## src/rtl/fifo_drain_ctrl.sv

```systemverilog
// fifo_drain_ctrl: read-side scheduler for the 4-in/32-out flush FIFO.
// Picks normal reads or flushes and buffers captured words downstream.
module fifo_drain_ctrl #(
  parameter int RD_WIDTH   = 32,
  parameter int FIFO_WORDS = 4,
  parameter int OBUF_DEPTH = 8,
  parameter int TIMEOUT    = 16,
  parameter int CNT_W      = 16
) (
  input  logic                clk,
  input  logic                rst,
  input  logic                fifo_vld_rd_data,
  input  logic                fifo_empty,
  input  logic                fifo_flush_done,
  input  logic [RD_WIDTH-1:0] fifo_rd_data,
  output logic                fifo_rd,
  output logic                fifo_flush_req,
  input  logic                flush_cmd,
  output logic                m_valid,
  input  logic                m_ready,
  output logic [RD_WIDTH-1:0] m_data,
  output logic                m_flush,
  output logic                flush_busy,
  output logic [CNT_W-1:0]    flush_cnt,
  output logic                ovf_err
);

  localparam int CW = $clog2(OBUF_DEPTH + 1);
  localparam int PW = (OBUF_DEPTH > 1) ? $clog2(OBUF_DEPTH) : 1;
  localparam int TW = $clog2(TIMEOUT + 2);

  localparam logic [CW-1:0] DEPTH_C = CW'(OBUF_DEPTH);
  localparam logic [CW-1:0] NEED_C  = CW'(FIFO_WORDS + 1);
  localparam logic [TW-1:0] TMAX_C  = TW'(TIMEOUT);
  localparam logic [PW-1:0] LAST_C  = PW'(OBUF_DEPTH - 1);

  typedef enum logic {RUN, FLUSH} state_e;

  state_e            state_q, state_d;
  logic              pending_q, pending_d;
  logic [TW-1:0]     timer_q, timer_d;
  logic [CNT_W-1:0]  flush_cnt_q, flush_cnt_d;
  logic              ovf_q, ovf_d;
  logic [CW-1:0]     count_q, count_d;
  logic [PW-1:0]     wr_ptr_q, wr_ptr_d;
  logic [PW-1:0]     rd_ptr_q, rd_ptr_d;
  logic [RD_WIDTH:0] mem_q [OBUF_DEPTH];

  logic [CW-1:0] free;
  logic          timeout_hit;
  logic          start_flush;
  logic          rd_req;
  logic          push;
  logic          pop;
  logic          wr_en;

  function automatic logic [PW-1:0] nxt(input logic [PW-1:0] p);
    return (p == LAST_C) ? '0 : p + PW'(1);
  endfunction

  // Read/flush decision from registered occupancy and timer.
  always_comb begin
    free        = DEPTH_C - count_q;
    timeout_hit = (TIMEOUT != 0) && (timer_q == TMAX_C);
    start_flush = (state_q == RUN) && (pending_q || timeout_hit)
                  && !fifo_empty && (free >= NEED_C);
    rd_req      = !rst && (state_q == RUN) && fifo_vld_rd_data
                  && (free != '0) && !start_flush;
    push        = (rd_req || (state_q == FLUSH)) && !fifo_empty;
    pop         = (count_q != '0) && m_ready;
  end

  // Scheduler FSM next state, pending flag, stall timer, flush counter.
  always_comb begin
    state_d     = state_q;
    pending_d   = pending_q;
    timer_d     = timer_q;
    flush_cnt_d = flush_cnt_q;
    unique case (state_q)
      RUN: begin
        if (start_flush) begin
          state_d   = FLUSH;
          pending_d = 1'b0;
        end else if (flush_cmd) begin
          pending_d = 1'b1;
        end else if (pending_q && fifo_empty) begin
          pending_d = 1'b0;
        end
        if (!fifo_empty && !fifo_vld_rd_data) begin
          timer_d = (timer_q == TMAX_C) ? timer_q : timer_q + TW'(1);
        end else begin
          timer_d = '0;
        end
      end
      FLUSH: begin
        timer_d = '0;
        if (fifo_flush_done) begin
          state_d     = RUN;
          flush_cnt_d = flush_cnt_q + CNT_W'(1);
          pending_d   = flush_cmd;
        end
      end
      default: state_d = RUN;
    endcase
  end

  // Output buffer pointers, count and overflow flag.
  always_comb begin
    count_d  = count_q;
    wr_ptr_d = wr_ptr_q;
    rd_ptr_d = rd_ptr_q;
    ovf_d    = ovf_q;
    wr_en    = 1'b0;
    if (push) begin
      if ((count_q != DEPTH_C) || pop) begin
        wr_en    = 1'b1;
        wr_ptr_d = nxt(wr_ptr_q);
      end else begin
        ovf_d = 1'b1;
      end
    end
    if (pop) begin
      rd_ptr_d = nxt(rd_ptr_q);
    end
    unique case ({wr_en, pop})
      2'b10:   count_d = count_q + CW'(1);
      2'b01:   count_d = count_q - CW'(1);
      default: count_d = count_q;
    endcase
  end

  // Control state registers with synchronous reset.
  always_ff @(posedge clk) begin
    if (rst) begin
      state_q     <= RUN;
      pending_q   <= 1'b0;
      timer_q     <= '0;
      flush_cnt_q <= '0;
      ovf_q       <= 1'b0;
      count_q     <= '0;
      wr_ptr_q    <= '0;
      rd_ptr_q    <= '0;
    end else begin
      state_q     <= state_d;
      pending_q   <= pending_d;
      timer_q     <= timer_d;
      flush_cnt_q <= flush_cnt_d;
      ovf_q       <= ovf_d;
      count_q     <= count_d;
      wr_ptr_q    <= wr_ptr_d;
      rd_ptr_q    <= rd_ptr_d;
    end
  end

  // Buffer storage: {flush tag, data}; contents qualified by count.
  always_ff @(posedge clk) begin
    if (wr_en) begin
      mem_q[wr_ptr_q] <= {(state_q == FLUSH), fifo_rd_data};
    end
  end

  assign fifo_rd        = rd_req;
  assign fifo_flush_req = (state_q == FLUSH);
  assign m_valid        = (count_q != '0);
  assign m_data         = m_valid ? mem_q[rd_ptr_q][RD_WIDTH-1:0] : '0;
  assign m_flush        = m_valid & mem_q[rd_ptr_q][RD_WIDTH];
  assign flush_busy     = pending_q | (state_q == FLUSH);
  assign flush_cnt      = flush_cnt_q;
  assign ovf_err        = ovf_q;

endmodule

```

## config.mk

```make
export PLATFORM = sky130hd
export DESIGN_NAME = fifo_drain_ctrl
export DESIGN_NICKNAME = d
export VERILOG_FILES = /design/src/rtl/fifo_drain_ctrl.sv
export SDC_FILE = /design/constraint.sdc
export NUM_CORES = 1
export LEC_CHECK = 0
export ABC_AREA = 1
export BUFFER_PORTS_ARGS = -buffer_cell sky130_fd_sc_hd__buf_2
export CELL_PAD_IN_SITES_DETAIL_PLACEMENT = 1
export CELL_PAD_IN_SITES_GLOBAL_PLACEMENT = 2
export CORE_ASPECT_RATIO = 2
export CORE_MARGIN = 2
export CORE_UTILIZATION = 44
export DETAILED_ROUTE_END_ITERATION = 12
export GPL_ROUTABILITY_DRIVEN = 0
export GPL_TIMING_DRIVEN = 0
export HOLD_SLACK_MARGIN = 0.03
export PLACE_DENSITY = 0.93
export SETUP_SLACK_MARGIN = 0.02
export SYNTH_ARGS = -nofsm -noshare
export SYNTH_HDL_FRONTEND = slang
export SYNTH_SLANG_ARGS = --single-unit
```

## constraint.sdc

```tcl
create_clock -name clk -period 9.8 [get_ports clk]
set_clock_uncertainty 0.1 [all_clocks]
set_input_delay 1.96 -clock clk [delete_from_list [all_inputs] [get_ports clk]]
set_output_delay 1.96 -clock clk [all_outputs]
set_load 0.03 [all_outputs]
```

==> results.md <==
Synth:
- In this run, synthesis inferred 264 flip-flops with an integrated enable.
- In the synthesized netlist, the number of instances is 998.
- The count of unique library cells instantiated by Yosys is 37.
- The number of warnings issued by yosys is 0.
- The most common cell in the synthesized netlist is sky130_fd_sc_hd__edfxtp_1.
- Of the post-synthesis cell area, the dominant cell type holds 0.661.
- The share of synthesized flip-flops with an asynchronous set or reset is 0.
- Sorting the synthesized cells by area gives the leading types as sky130_fd_sc_hd__edfxtp_1 66%, sky130_fd_sc_hd__o21ai_0 7.4%, sky130_fd_sc_hd__nor2_1 7.2%.
- The most used flip-flop cell after synthesis is sky130_fd_sc_hd__edfxtp_1.
- In this run, synthesis produced a sequential element count of 301.
- The commonest cells after synthesis are 264 x sky130_fd_sc_hd__edfxtp_1, 229 x sky130_fd_sc_hd__nor2_1, 177 x sky130_fd_sc_hd__o21ai_0.
- The portion of the post-synthesis area used by sequential elements is 0.723.
- The total nets after synthesis is 1047.
- In this run the cell area of the synthesized design comes to 12000 um2.
- After synthesis, the mean cell area works out to 12.0 um2.
- sky130_fd_sc_hd__edfxtp_1 takes more of the synthesized area than any other cell.

Clocking:
- Counting the buffers created by CTS gives 27.
- The cell sitting at the root of the clock tree is a sky130_fd_sc_hd__clkbuf_16.
- The clock sink total is 301.
- The clock latency reported for the late side of the worst-skew pair is 540 ps.
- Post-CTS timing repair inserted 0 buffers for setup.
- The maximum count of clock buffers along a single path is 3.
- The TritonCTS clock tree is built.
- In this run, post-CTS repair resized a total of 0 instances.
- The number of levels in the clock H-tree is 1.
- Clock-pin slew was measured on the worst setup and hold paths at 70 ps.
- For this design, the CTS-stage hold fixing added 0 buffers.

Route:
- The post-detailed-route DRC marker count is 0.
- The via density per instance is 5.65.
- The total number of vias is 8446.
- Before antenna repair, the detailed router went through 4 iterations.
- The wire length per cell is 23.0 um.
- The count of antenna-violating nets left after detailed routing is 0.
- After detailed routing, the total wire length is 34.3 mm.
- After the first detailed-routing iteration, the DRC count stood at 627.

Setup path:
- The startpoint identified for the worst register-to-register timing path is fifo_flush_req.
- The startpoint kind of the worst setup timing path is a flip-flop.
- The worst setup path is of the flip-flop to primary output kind.
- The nature of the critical path endpoint is a primary output.
- Measured in cells, the most critical reg-to-reg path has a length of 11.
- Along the worst path, the maximum fanout reaches 10.
- The kind of cell adding the most delay to the critical path is buffers and inverters.
- The worst path required time is 7740 ps.
- The endpoint of the worst register-to-register path is mem_q[5][15].
- Counting stages on the worst path, the most repeated cell is sky130_fd_sc_hd__buf_2.
- The slack of the worst reg-to-reg path is 6610 ps.
- Counting both buffers and inverters, the worst setup path holds a total of 4.
- On the critical path, the stage with the largest delay is an instance of sky130_fd_sc_hd__clkbuf_1.
- The biggest cell delay along the critical path is 530 ps.
- Data on the critical path arrives at its endpoint at 2980 ps.
- The critical path goes through buf_2 -> clkbuf_1 -> buf_2 -> nor2_1 -> nor2_1 -> o21ai_0 -> a31oi_1 -> buf_2.

Timing:
- The maximum clock rate is 198 MHz.
- The ratio of final minimum period to clock period is 0.514.
- The hold violation total from the final report is 0.
- The slew at the pin closest to its max-slew limit is 728 ps.
- In this run the tightest slew margin relative to its limit is 0.515.
- The final number of max-transition violations came to 0.
- The routed design could run at a clock period as short as 5040 ps.
- Setup repair after global routing left no endpoint under its margin.
- Setup total negative slack on the finished layout was measured at 0 ps.
- Final hold analysis gives a worst-case slack of 369 ps.
- Setup violations remaining at the end of the flow were counted as 0.

Final layout:
- The repair_antennas step left the layout with diodes totalling 0.
- With fillers left out, the area of the finished cells amounts to 14000 um2.
- The multi-input gate area in the final layout is 3000 um2.
- Registers take 8670 um2.
- The net count of the finished layout is 1176.
- Leaving out filler cells and counting taps, the final layout contains 1494.
- The fraction of final layout cells with drive strength greater than 1 is 0.156.
- The area growth from synthesis to layout is 16.9%.
- Counting the fill cells in the layout gives 2818.

Floorplanning:
- For this configuration, the core starts out at a cell density of 0.446.
- The placeable core area is 26900 um2.
- The overall die width is 121 um.
- Measured along the y axis, the die boundary spans 237 um.
- The number of rows in the core area is 85.
- The number of I/O pins is 93.
- The total die area is 28700 um2.

GRT:
- The number of antenna violations at the first check in global routing came to 1.
- The via count of the first global-routing pass came to 9401.
- The overflow left after global routing is 0.
- The first global-routing pass estimated 52.1 mm of wire.
- For this run, the total global-route usage over all layers was measured as 0.241.
- The pin count of the biggest net entering global routing is 23.

Place:
- The wire-length estimate of the detail-placed layout is 22.9 mm.
- The standard cell area after detailed placement is 13100 um2.
- In this run the tool buffered the top-level ports with 92 buffer cells.
- The number of placed instances, taps included, is 1446.

Run status:
- The run finished with clean final reports.

Power and ir drop:
- In this run the static leakage power is 4.90 nW.
- Across the VDD grid, the largest voltage drop is 0.000134 V.
- The total power density per cell area is 291 nW/um2.

Hold path:
- The type of the tightest min-delay check is flip-flop to flip-flop.
- In this run the most critical hold path is launched from pending_q.
- The worst hold path terminates at pending_q.
- The hold path depth is 2.

Job:
- The number of max-capacitance violations reported is 0.
[worst reg2reg max path: cells and delay by family, from the launching register on]
family        cells  cell delay (ps)
flops             1              680
buf+inv           2              420
simple gates      9             1690
[per-stage QoR]
step | utilization | setup WS (ps) | total power, mW
after floorplan | - | 5140 | 2.46
after global placement | 0.479 | 3410 | 2.97
after detailed placement | 0.489 | 4810 | 3.03
after CTS | 0.521 | 4780 | 4.10
after global routing | 0.521 | 4670 | 4.26
final | 0.521 | 4760 | 4.08
[worst max path at each step]
stage                   start           end  slack [ps]  cells after the start
CTS                 flip-flop    m_data[28]        4780                      8
global placement          rst  mem_q[7][10]        3410                     10
floorplan                 rst   mem_q[1][0]        5140                      9
detailed placement        rst       fifo_rd        4810                      7
finish              flip-flop    m_data[31]        4760                      8
global route        flip-flop    m_data[28]        4670                      8
[power by group]
part	total [mW]	switching, mW	leakage, nW	internal [mW]
sequential	1.47	0.0266	2.68	1.44
combinational	1.55	1.15	1.81	0.395
clock	1.06	0.471	0.413	0.588
[cells in the final DEF, fill, tap and decap left out, types with 33 or more instances in the layout]
cell / Yosys / layout
sky130_fd_sc_hd__a31oi_1: 34 / 34
sky130_fd_sc_hd__buf_2: 12 / 104
sky130_fd_sc_hd__clkbuf_1: 40 / 42
sky130_fd_sc_hd__o21ai_0: 177 / 177
sky130_fd_sc_hd__nor2_1: 229 / 221
sky130_fd_sc_hd__nand2_1: 43 / 43
sky130_fd_sc_hd__o22ai_1: 33 / 33
sky130_fd_sc_hd__dfxtp_1: 37 / 37
sky130_fd_sc_hd__edfxtp_1: 264 / 264
sky130_fd_sc_hd__inv_1: 41 / 41
[cells by family after synthesis]
group / count (synthesis) / synth area share
simple gates: 311 / 0.107
compound gates: 272 / 0.122
xor+xnor: 6 / 0.00438
fa+ha+maj: 10 / 0.0111
flops: 301 / 0.723
buf+inv: 98 / 0.0322
[final cells by class]
type,instances,area share
well taps,348,0.0310
clock buffers,29,0.0487
clock inverters,19,0.0138
flip-flops and latches,301,0.618
plain buffers,55,0.0161
inverters,43,0.0115
multi-input cells,599,0.214
repair buffers,100,0.0469
[sequential cells by signal, summed over array words and instances, names as in the netlist, named ones only]
register / flops
fifo_flush_req: 1
timer_q: 5
wr_ptr_q: 3
mem_q: 264
ovf_err: 1
rd_ptr_q: 3
flush_cnt: 16
count_q: 4
pending_q: 1
[per-layer routing]
layer / global-route usage / vias to the layer above / wire length [um]
met4: 0.104 / 2 / 1360
met2: 0.484 / 235 / 19900
li1: - / 3845 / -
met3: 0.0295 / 84 / 1310
met5: 0 / - / 7
met1: 0.238 / 4280 / 11700
(Power assumes the default switching activity.)
